## config.mk

```make
export PLATFORM = sky130hd
export DESIGN_NAME = feed_forward_sequencer_flat
export DESIGN_NICKNAME = d
export VERILOG_FILES = /design/src/rtl/feed_forward_pkg.sv /design/src/rtl/feed_forward_sequencer_if.sv /design/src/rtl/layer_watchdog.sv /design/src/rtl/feed_forward_sequencer.sv /design/src/flat_wrapper.sv
export SDC_FILE = /design/constraint.sdc
export NUM_CORES = 1
export LEC_CHECK = 0
export ABC_AREA = 1
export ABC_CLOCK_PERIOD_IN_PS = 1800
export BUFFER_PORTS_ARGS = -buffer_cell sky130_fd_sc_hd__buf_2
export CAP_MARGIN = 0
export CORE_MARGIN = 2
export CORE_UTILIZATION = 58
export CTS_CLUSTER_SIZE = 28
export DETAILED_ROUTE_END_ITERATION = 10
export PLACE_DENSITY = 0.8
export SYNTH_ARGS = -nofsm -noshare
export SYNTH_HDL_FRONTEND = slang
export SYNTH_HIERARCHICAL = 1
export SYNTH_SLANG_ARGS = --single-unit
```

## constraint.sdc

```tcl
create_clock -name clk -period 1.8 [get_ports clk]
set_input_delay 0.09 -clock clk [delete_from_list [all_inputs] [get_ports clk]]
set_output_delay 0.09 -clock clk [all_outputs]
set_load 0.01 [all_outputs]
```

## src/rtl/feed_forward_pkg.sv

```systemverilog
// rtl/feed_forward_pkg.sv - shared types and defaults for the feed-forward sequencer
package feed_forward_pkg;

    typedef enum logic [2:0] {
        ST_IDLE  = 3'd0,
        ST_START = 3'd1,
        ST_WAIT  = 3'd2,
        ST_NEXT  = 3'd3,
        ST_DONE  = 3'd4,
        ST_ERROR = 3'd5
    } state_t;

    // Shared with the layer-engine top so both agree on network shape.
    localparam int         DEFAULT_NUM_LAYERS     = 3;
    localparam logic [2:0] DEFAULT_LEAKYRELU_MASK = 3'b011;

endpackage

```

## src/rtl/feed_forward_sequencer_if.sv

```systemverilog
// rtl/feed_forward_sequencer_if.sv - handshake bundle between DQN control, sequencer and layer engines
interface feed_forward_sequencer_if #(
    parameter int NUM_LAYERS      = 3,
    parameter int LAYER_IDX_WIDTH = 2,
    parameter int CNT_WIDTH       = 32
) ();

    logic                       i_valid;
    logic                       o_ready;
    logic [NUM_LAYERS-1:0]      i_layer_done;
    logic                       i_abort;
    logic [NUM_LAYERS-1:0]      o_layer_start;
    logic [LAYER_IDX_WIDTH-1:0] o_layer_idx;
    logic                       o_relu_en;
    logic                       o_bank_sel;
    logic                       o_busy;
    logic                       o_valid;
    logic                       o_error;
    logic [CNT_WIDTH-1:0]       o_cycle_count;

    // Sequencer side
    modport master (
        input  i_valid, i_layer_done, i_abort,
        output o_ready, o_layer_start, o_layer_idx, o_relu_en, o_bank_sel,
               o_busy, o_valid, o_error, o_cycle_count
    );

    // Requester / engine side
    modport slave (
        output i_valid, i_layer_done, i_abort,
        input  o_ready, o_layer_start, o_layer_idx, o_relu_en, o_bank_sel,
               o_busy, o_valid, o_error, o_cycle_count
    );

endinterface

```

## src/rtl/layer_watchdog.sv

```systemverilog
// rtl/layer_watchdog.sv - per-layer timeout counter with expiry flag
module layer_watchdog #(
    parameter int TIMEOUT_CYCLES = 65535
) (
    input  logic clk,
    input  logic rst,
    input  logic clear,
    input  logic enable,
    output logic expired
);

    localparam int W = $clog2(TIMEOUT_CYCLES + 1);

    logic [W-1:0] count;

    // Count enabled cycles since the last clear, saturating so it never wraps.
    always_ff @(posedge clk) begin
        if (rst || clear) begin
            count <= '0;
        end else if (enable && (count != {W{1'b1}})) begin
            count <= count + W'(1);
        end
    end

    // Expiry fires during the TIMEOUT_CYCLES-th enabled cycle (count starts at 0).
    assign expired = enable && (count >= W'(TIMEOUT_CYCLES - 1));

endmodule

```

## src/rtl/feed_forward_sequencer.sv

```systemverilog
// rtl/feed_forward_sequencer.sv - start/done sequencer for an N-layer feed-forward inference
module feed_forward_sequencer
    import feed_forward_pkg::*;
#(
    parameter int                    NUM_LAYERS      = DEFAULT_NUM_LAYERS,
    parameter int                    LAYER_IDX_WIDTH = 2,
    parameter logic [NUM_LAYERS-1:0] LEAKYRELU_MASK  = DEFAULT_LEAKYRELU_MASK,
    parameter int                    TIMEOUT_CYCLES  = 65535,
    parameter int                    CNT_WIDTH       = 32
) (
    input  logic                     clk,
    input  logic                     rst,
    feed_forward_sequencer_if.master bus
);

    state_t                     state;
    state_t                     state_next;
    logic [LAYER_IDX_WIDTH-1:0] idx;
    logic [CNT_WIDTH-1:0]       cycle_count;
    logic                       wd_expired;
    logic                       last_layer;
    logic                       own_done;
    logic                       accept;

    assign last_layer = (idx == LAYER_IDX_WIDTH'(NUM_LAYERS - 1));
    assign own_done   = bus.i_layer_done[idx];
    assign accept     = (state == ST_IDLE) && bus.i_valid;

    layer_watchdog #(
        .TIMEOUT_CYCLES(TIMEOUT_CYCLES)
    ) u_watchdog (
        .clk    (clk),
        .rst    (rst),
        .clear  (state == ST_START),
        .enable (state == ST_WAIT),
        .expired(wd_expired)
    );

    // State register.
    always_ff @(posedge clk) begin
        if (rst) begin
            state <= ST_IDLE;
        end else begin
            state <= state_next;
        end
    end

    // Next-state: own done beats the watchdog, abort beats everything but reset.
    always_comb begin
        state_next = state;
        case (state)
            ST_IDLE:  if (bus.i_valid) state_next = ST_START;
            ST_START: state_next = ST_WAIT;
            ST_WAIT: begin
                if (own_done) begin
                    state_next = last_layer ? ST_DONE : ST_NEXT;
                end else if (wd_expired) begin
                    state_next = ST_ERROR;
                end
            end
            ST_NEXT:  state_next = ST_START;
            ST_DONE:  state_next = ST_IDLE;
            ST_ERROR: state_next = ST_ERROR;
            default:  state_next = ST_IDLE;
        endcase
        if (bus.i_abort && (state != ST_IDLE)) begin
            state_next = ST_IDLE;
        end
    end

    // Layer index and latency counter; the counter freezes in IDLE and ERROR.
    always_ff @(posedge clk) begin
        if (rst) begin
            idx         <= '0;
            cycle_count <= '0;
        end else if (accept) begin
            idx         <= '0;
            cycle_count <= '0;
        end else begin
            if (state == ST_NEXT) begin
                idx <= idx + LAYER_IDX_WIDTH'(1);
            end
            if ((state != ST_IDLE) && (state != ST_ERROR) && (cycle_count != {CNT_WIDTH{1'b1}})) begin
                cycle_count <= cycle_count + CNT_WIDTH'(1);
            end
        end
    end

    assign bus.o_ready       = (state == ST_IDLE);
    assign bus.o_busy        = (state != ST_IDLE);
    assign bus.o_valid       = (state == ST_DONE);
    assign bus.o_error       = (state == ST_ERROR);
    assign bus.o_layer_start = (state == ST_START) ? (NUM_LAYERS'(1) << idx) : '0;
    assign bus.o_layer_idx   = idx;
    assign bus.o_relu_en     = LEAKYRELU_MASK[idx];
    assign bus.o_bank_sel    = idx[0];
    assign bus.o_cycle_count = cycle_count;

endmodule

```

## src/flat_wrapper.sv

```systemverilog
// flat-port wrapper written by rule: the top's interface ports become plain ports
module feed_forward_sequencer_flat import feed_forward_pkg::*;
#(
    parameter int                    NUM_LAYERS      = DEFAULT_NUM_LAYERS,
    parameter int                    LAYER_IDX_WIDTH = 2,
    parameter logic [NUM_LAYERS-1:0] LEAKYRELU_MASK  = DEFAULT_LEAKYRELU_MASK,
    parameter int                    TIMEOUT_CYCLES  = 65535,
    parameter int                    CNT_WIDTH       = 32
)
  (clk, rst, bus_i_valid, bus_i_layer_done, bus_i_abort, bus_o_ready, bus_o_layer_start, bus_o_layer_idx, bus_o_relu_en, bus_o_bank_sel, bus_o_busy, bus_o_valid, bus_o_error, bus_o_cycle_count);
  feed_forward_sequencer_if #(.NUM_LAYERS(NUM_LAYERS), .LAYER_IDX_WIDTH(LAYER_IDX_WIDTH), .CNT_WIDTH(CNT_WIDTH)) bus_i ();
  input  logic clk;
  input  logic rst;
  input wire logic [$bits(bus_i.i_valid)-1:0] bus_i_valid;
  input wire logic [$bits(bus_i.i_layer_done)-1:0] bus_i_layer_done;
  input wire logic [$bits(bus_i.i_abort)-1:0] bus_i_abort;
  output wire logic [$bits(bus_i.o_ready)-1:0] bus_o_ready;
  output wire logic [$bits(bus_i.o_layer_start)-1:0] bus_o_layer_start;
  output wire logic [$bits(bus_i.o_layer_idx)-1:0] bus_o_layer_idx;
  output wire logic [$bits(bus_i.o_relu_en)-1:0] bus_o_relu_en;
  output wire logic [$bits(bus_i.o_bank_sel)-1:0] bus_o_bank_sel;
  output wire logic [$bits(bus_i.o_busy)-1:0] bus_o_busy;
  output wire logic [$bits(bus_i.o_valid)-1:0] bus_o_valid;
  output wire logic [$bits(bus_i.o_error)-1:0] bus_o_error;
  output wire logic [$bits(bus_i.o_cycle_count)-1:0] bus_o_cycle_count;
  assign bus_i.i_valid = bus_i_valid;
  assign bus_i.i_layer_done = bus_i_layer_done;
  assign bus_i.i_abort = bus_i_abort;
  assign bus_o_ready = bus_i.o_ready;
  assign bus_o_layer_start = bus_i.o_layer_start;
  assign bus_o_layer_idx = bus_i.o_layer_idx;
  assign bus_o_relu_en = bus_i.o_relu_en;
  assign bus_o_bank_sel = bus_i.o_bank_sel;
  assign bus_o_busy = bus_i.o_busy;
  assign bus_o_valid = bus_i.o_valid;
  assign bus_o_error = bus_i.o_error;
  assign bus_o_cycle_count = bus_i.o_cycle_count;
  feed_forward_sequencer #(.NUM_LAYERS(NUM_LAYERS), .LAYER_IDX_WIDTH(LAYER_IDX_WIDTH), .LEAKYRELU_MASK(LEAKYRELU_MASK), .TIMEOUT_CYCLES(TIMEOUT_CYCLES), .CNT_WIDTH(CNT_WIDTH)) u_core (.clk(clk), .rst(rst), .bus(bus_i));
endmodule
```

==> key figures <==
Floorplan
  • Die Span X: 83.7 um
  • Core Region: 6240 sq um
  • Num ports: 50
  • Full die area: between 7000 and 8000 sq um
  • Die height: 83.7 um
  • Num rows: 29
  • Initial core utilization: 59.1%

Yosys
  • Primary FF master, synth: dfxtp_1
  • Synth Area in Adders: under 10%
  • Yosys top cell by area: dfxtp_1
  • Most common cell in the synthesized netlist: nand2_1
  • Top post-synthesis cells by area: dfxtp_1, nand2_1, nor2_1, inv_1, a21oi_2
  • Post-synth top cells: nand2_1, nor2_1, inv_1, dfxtp_1, nand3_1
  • XOR/XNOR share of the synthesized area: 4.75%
  • Synthesized net count: 594
  • Multiplexer share of the synthesized area: 0%
  • Synth top area share: 28.8%
  • Yosys cell types: 28
  • Complex-gate fraction of the synthesized area: around 8.5%
  • Post-synth EDFFs: 0
  • Sequential element share of the synthesized area: between 20% and 30%
  • Ys async rst share: 0%
  • Post-synthesis average cell area: around 6.3 sq um
  • Syn Std Cell Area: approximately 3700 sq um
  • Synth warnings: 6
  • Simple-gate share of the synthesized area: roughly 46%
  • Largest family of logic cells by synthesized area: simple AND/OR/NAND/NOR gates
  • Seq cells post-synth: between 50 and 60
  • Synth Instances: slightly below 600

Worst setup path
  • CP Cell Sequence: ha_1 -> inv_2 -> nor2_4 -> nand2_4 -> nor2_8 -> nand2_4 -> nand2_4 -> buf_4 -> nand2_2 -> a21oi_2
  • CP Capture Type: register
  • Delay-heaviest family, CP: simple AND/OR/NAND/NOR gates
  • Worst r2r dst: u_core/bus.o_cycle_count[17]$_SDFFE_PP0P_
  • Crit path max fanout: 12
  • Slowest stage delay, CP: approximately 0.35 ns
  • Worst path slowest cell: dfxtp_1
  • CP arrival: approximately 2.0 ns
  • Critical setup path kind: reg -> reg
  • Stages on the worst setup path: 10
  • WP buf/inv: 2
  • Setup slack, reg-to-reg: 0.05 ns
  • CP required: slightly above 2 ns
  • FF-to-FF Start: u_core/bus.o_cycle_count[1]$_SDFFE_PP0P_
  • CP dominant cell by count: nand2_4
  • R2R cell count: 10
  • Worst setup SP type: register

CTS
  • CTS H-tree lvls: 2
  • Deepest clock path buffer count: 2
  • CTS tree: yes
  • TritonCTS Buffers: 5
  • Setup bufs post-CTS: 0
  • CTS root buf: clkbuf_8
  • Hold_buf cts: 0
  • Worst-Skew Late Latency: a little over 0.3 ns
  • Sink Count: 53
  • PostCTS Resize Cnt: 0
  • Clock transition at path regs: 0.10 ns

Hold path
  • Hold Crit Class: in -> reg
  • HP Start: rst
  • Hold path cells: 4
  • Hold Path End: u_core/state[1]$_SDFFE_PP0P_

Global route
  • Vias in the first global route: around 3500
  • First-pass GRT wire length: about 16 mm
  • Largest net degree at the start of global routing: 28
  • Gr usage total: a little over a quarter
  • Initial antenna violation count: 0
  • GR Overflow Total: 0

Timing
  • Tcrit/Tclk final: a little over nine tenths
  • Clock Skew: approximately 0.008 ns
  • Highest clock rate: roughly 570 MHz
  • Worst setup margin: about 0.052 ns
  • Final setup fails: 0
  • Slew of the pin with the lowest slew margin: just over 0.4 ns
  • Max Slew Vio Count: 0
  • Tmin final: 1.75 ns
  • RSZ-0062 raised after global routing: true
  • Fin. Hold Viols: 0
  • Slew Limit Headroom: between 70% and 80%

Placed design
  • DP Worst Slack: ~0.042 ns
  • Port bufs: between 40 and 50
  • Routability cong.: between 0.9 and 1
  • Post-DP HPWL: roughly 7.2 mm

Drt
  • Vias post-DR: 3818
  • Final WL: about 9.4 mm
  • Drt via density: ~5.1
  • Drt initial violations: 161
  • Residual DRC: 0
  • DR WL/cell: 12.6 um
  • Antenna viol nets, final: 0
  • First drt pass iteration count: 6

Power
  • Leak: ~1.8 nW
  • Pwr Density: approximately 750 nW/um^2
  • Peak supply drop: between 0.0005 and 0.0006 V
  • Final Power: ~3.2 mW

Layout
  • Multi-input gate area: 2270 sq um
  • Layout fillers: about 560
  • Fraction of layout cells with a size suffix above 1: between 20% and 30%
  • Final nets: ~680
  • Flip-flop and latch area: about 1100 sq um
  • Layout area overhead: 16.5%
  • ANT cells: 0

Outcome
  • Status: finished, final reports clean

Flow run
  • Max-Cap Viols: 0
==> worst max path at each step <==
stage	startpoint	to	slack, ns
finish	u_core/bus.o_cycle_count[1]$_SDFFE_PP0P_	u_core/bus.o_cycle_count[17]$_SDFFE_PP0P_	0.05
global route	u_core/bus.o_cycle_count[0]$_SDFFE_PP0P_	u_core/bus.o_cycle_count[13]$_SDFFE_PP0P_	-0.01
CTS	u_core/bus.o_cycle_count[0]$_SDFFE_PP0P_	u_core/bus.o_cycle_count[17]$_SDFFE_PP0P_	0.02
detailed placement	u_core/bus.o_cycle_count[0]$_SDFFE_PP0P_	u_core/bus.o_cycle_count[17]$_SDFFE_PP0P_	0.04
global placement	u_core/bus.o_cycle_count[0]$_SDFFE_PP0P_	u_core/bus.o_cycle_count[19]$_SDFFE_PP0P_	0.11
floorplan	u_core/bus.o_cycle_count[0]$_SDFFE_PP0P_	u_core/bus.o_cycle_count[26]$_SDFFE_PP0P_	0.04
==> tightest hold or removal path, stage by stage <==
cell     delay (ns)
buf_2          0.10
a21oi_1        0.05
nand2_1        0.06
inv_1          0.03
==> cells in the final DEF, fill, tap and decap left out, drive strengths merged, types with 11 or more instances in the layout <==
master / n
xor2: 12
nand2: 225
nand4: 11
nor2: 110
a21oi: 38
buf: 87
dfxtp: 53
inv: 64
nand3: 30
==> state kept, by name, indices dropped and copies added, names as in the netlist <==
register	count
u_core/bus.o_cycle_count	32
u_core/state	3
u_core/u_watchdog/count	16
u_core/bus.o_layer_idx	2
==> final cells by class <==
class                   count  area share (%)
clock buffers               6            1.69
clock inverters             2           0.350
inverters                  65            5.74
multi-input cells         452            52.9
flip-flops and latches     53            24.7
well taps                  77            2.24
repair buffers             87            12.4
==> where the power goes <==
part	total, mW	internal, mW	switching (mW)
clock network	0.695	0.275	0.420
registers	1.27	1.23	0.0482
logic	1.25	0.357	0.897
==> stage by stage <==
step | hold slack, ns | utilization (%) | instances | area [sq um] | setup TNS, ns
after detailed placement | 0.385 | 67.2 | 734 | 4200 | 0
after floorplan | 0.247 | - | 581 | 3690 | 0
after CTS | 0.0442 | 68.6 | 742 | 4280 | 0
final | 0.0499 | 68.8 | 742 | 4290 | 0
after global routing | 0.0572 | 68.8 | 742 | 4290 | -0.0319
after global placement | 0.380 | 67.2 | 734 | 4200 | 0
==> logic make-up after synthesis <==
family / count (synthesis)
flip-flops: 53
XOR/XNOR: 20
AO/OA/AOI/OAI: 47
adder cells (fa/ha/maj): 6
AND/OR/NAND/NOR: 379
buffers and inverters: 76
==> metal layers <==
metal | GRT usage, % | share of wire [%] | wire, um | up-vias
met2 | 48.3 | 48 | 4520 | 123
met5 | 0 | 0 | 0 | -
li1 | - | - | - | 1955
met3 | 4.35 | 6.2 | 581 | 28
met4 | 11.7 | 2.9 | 276 | 0
met1 | 32.0 | 42 | 3980 | 1712
(Power assumes the default switching activity.)
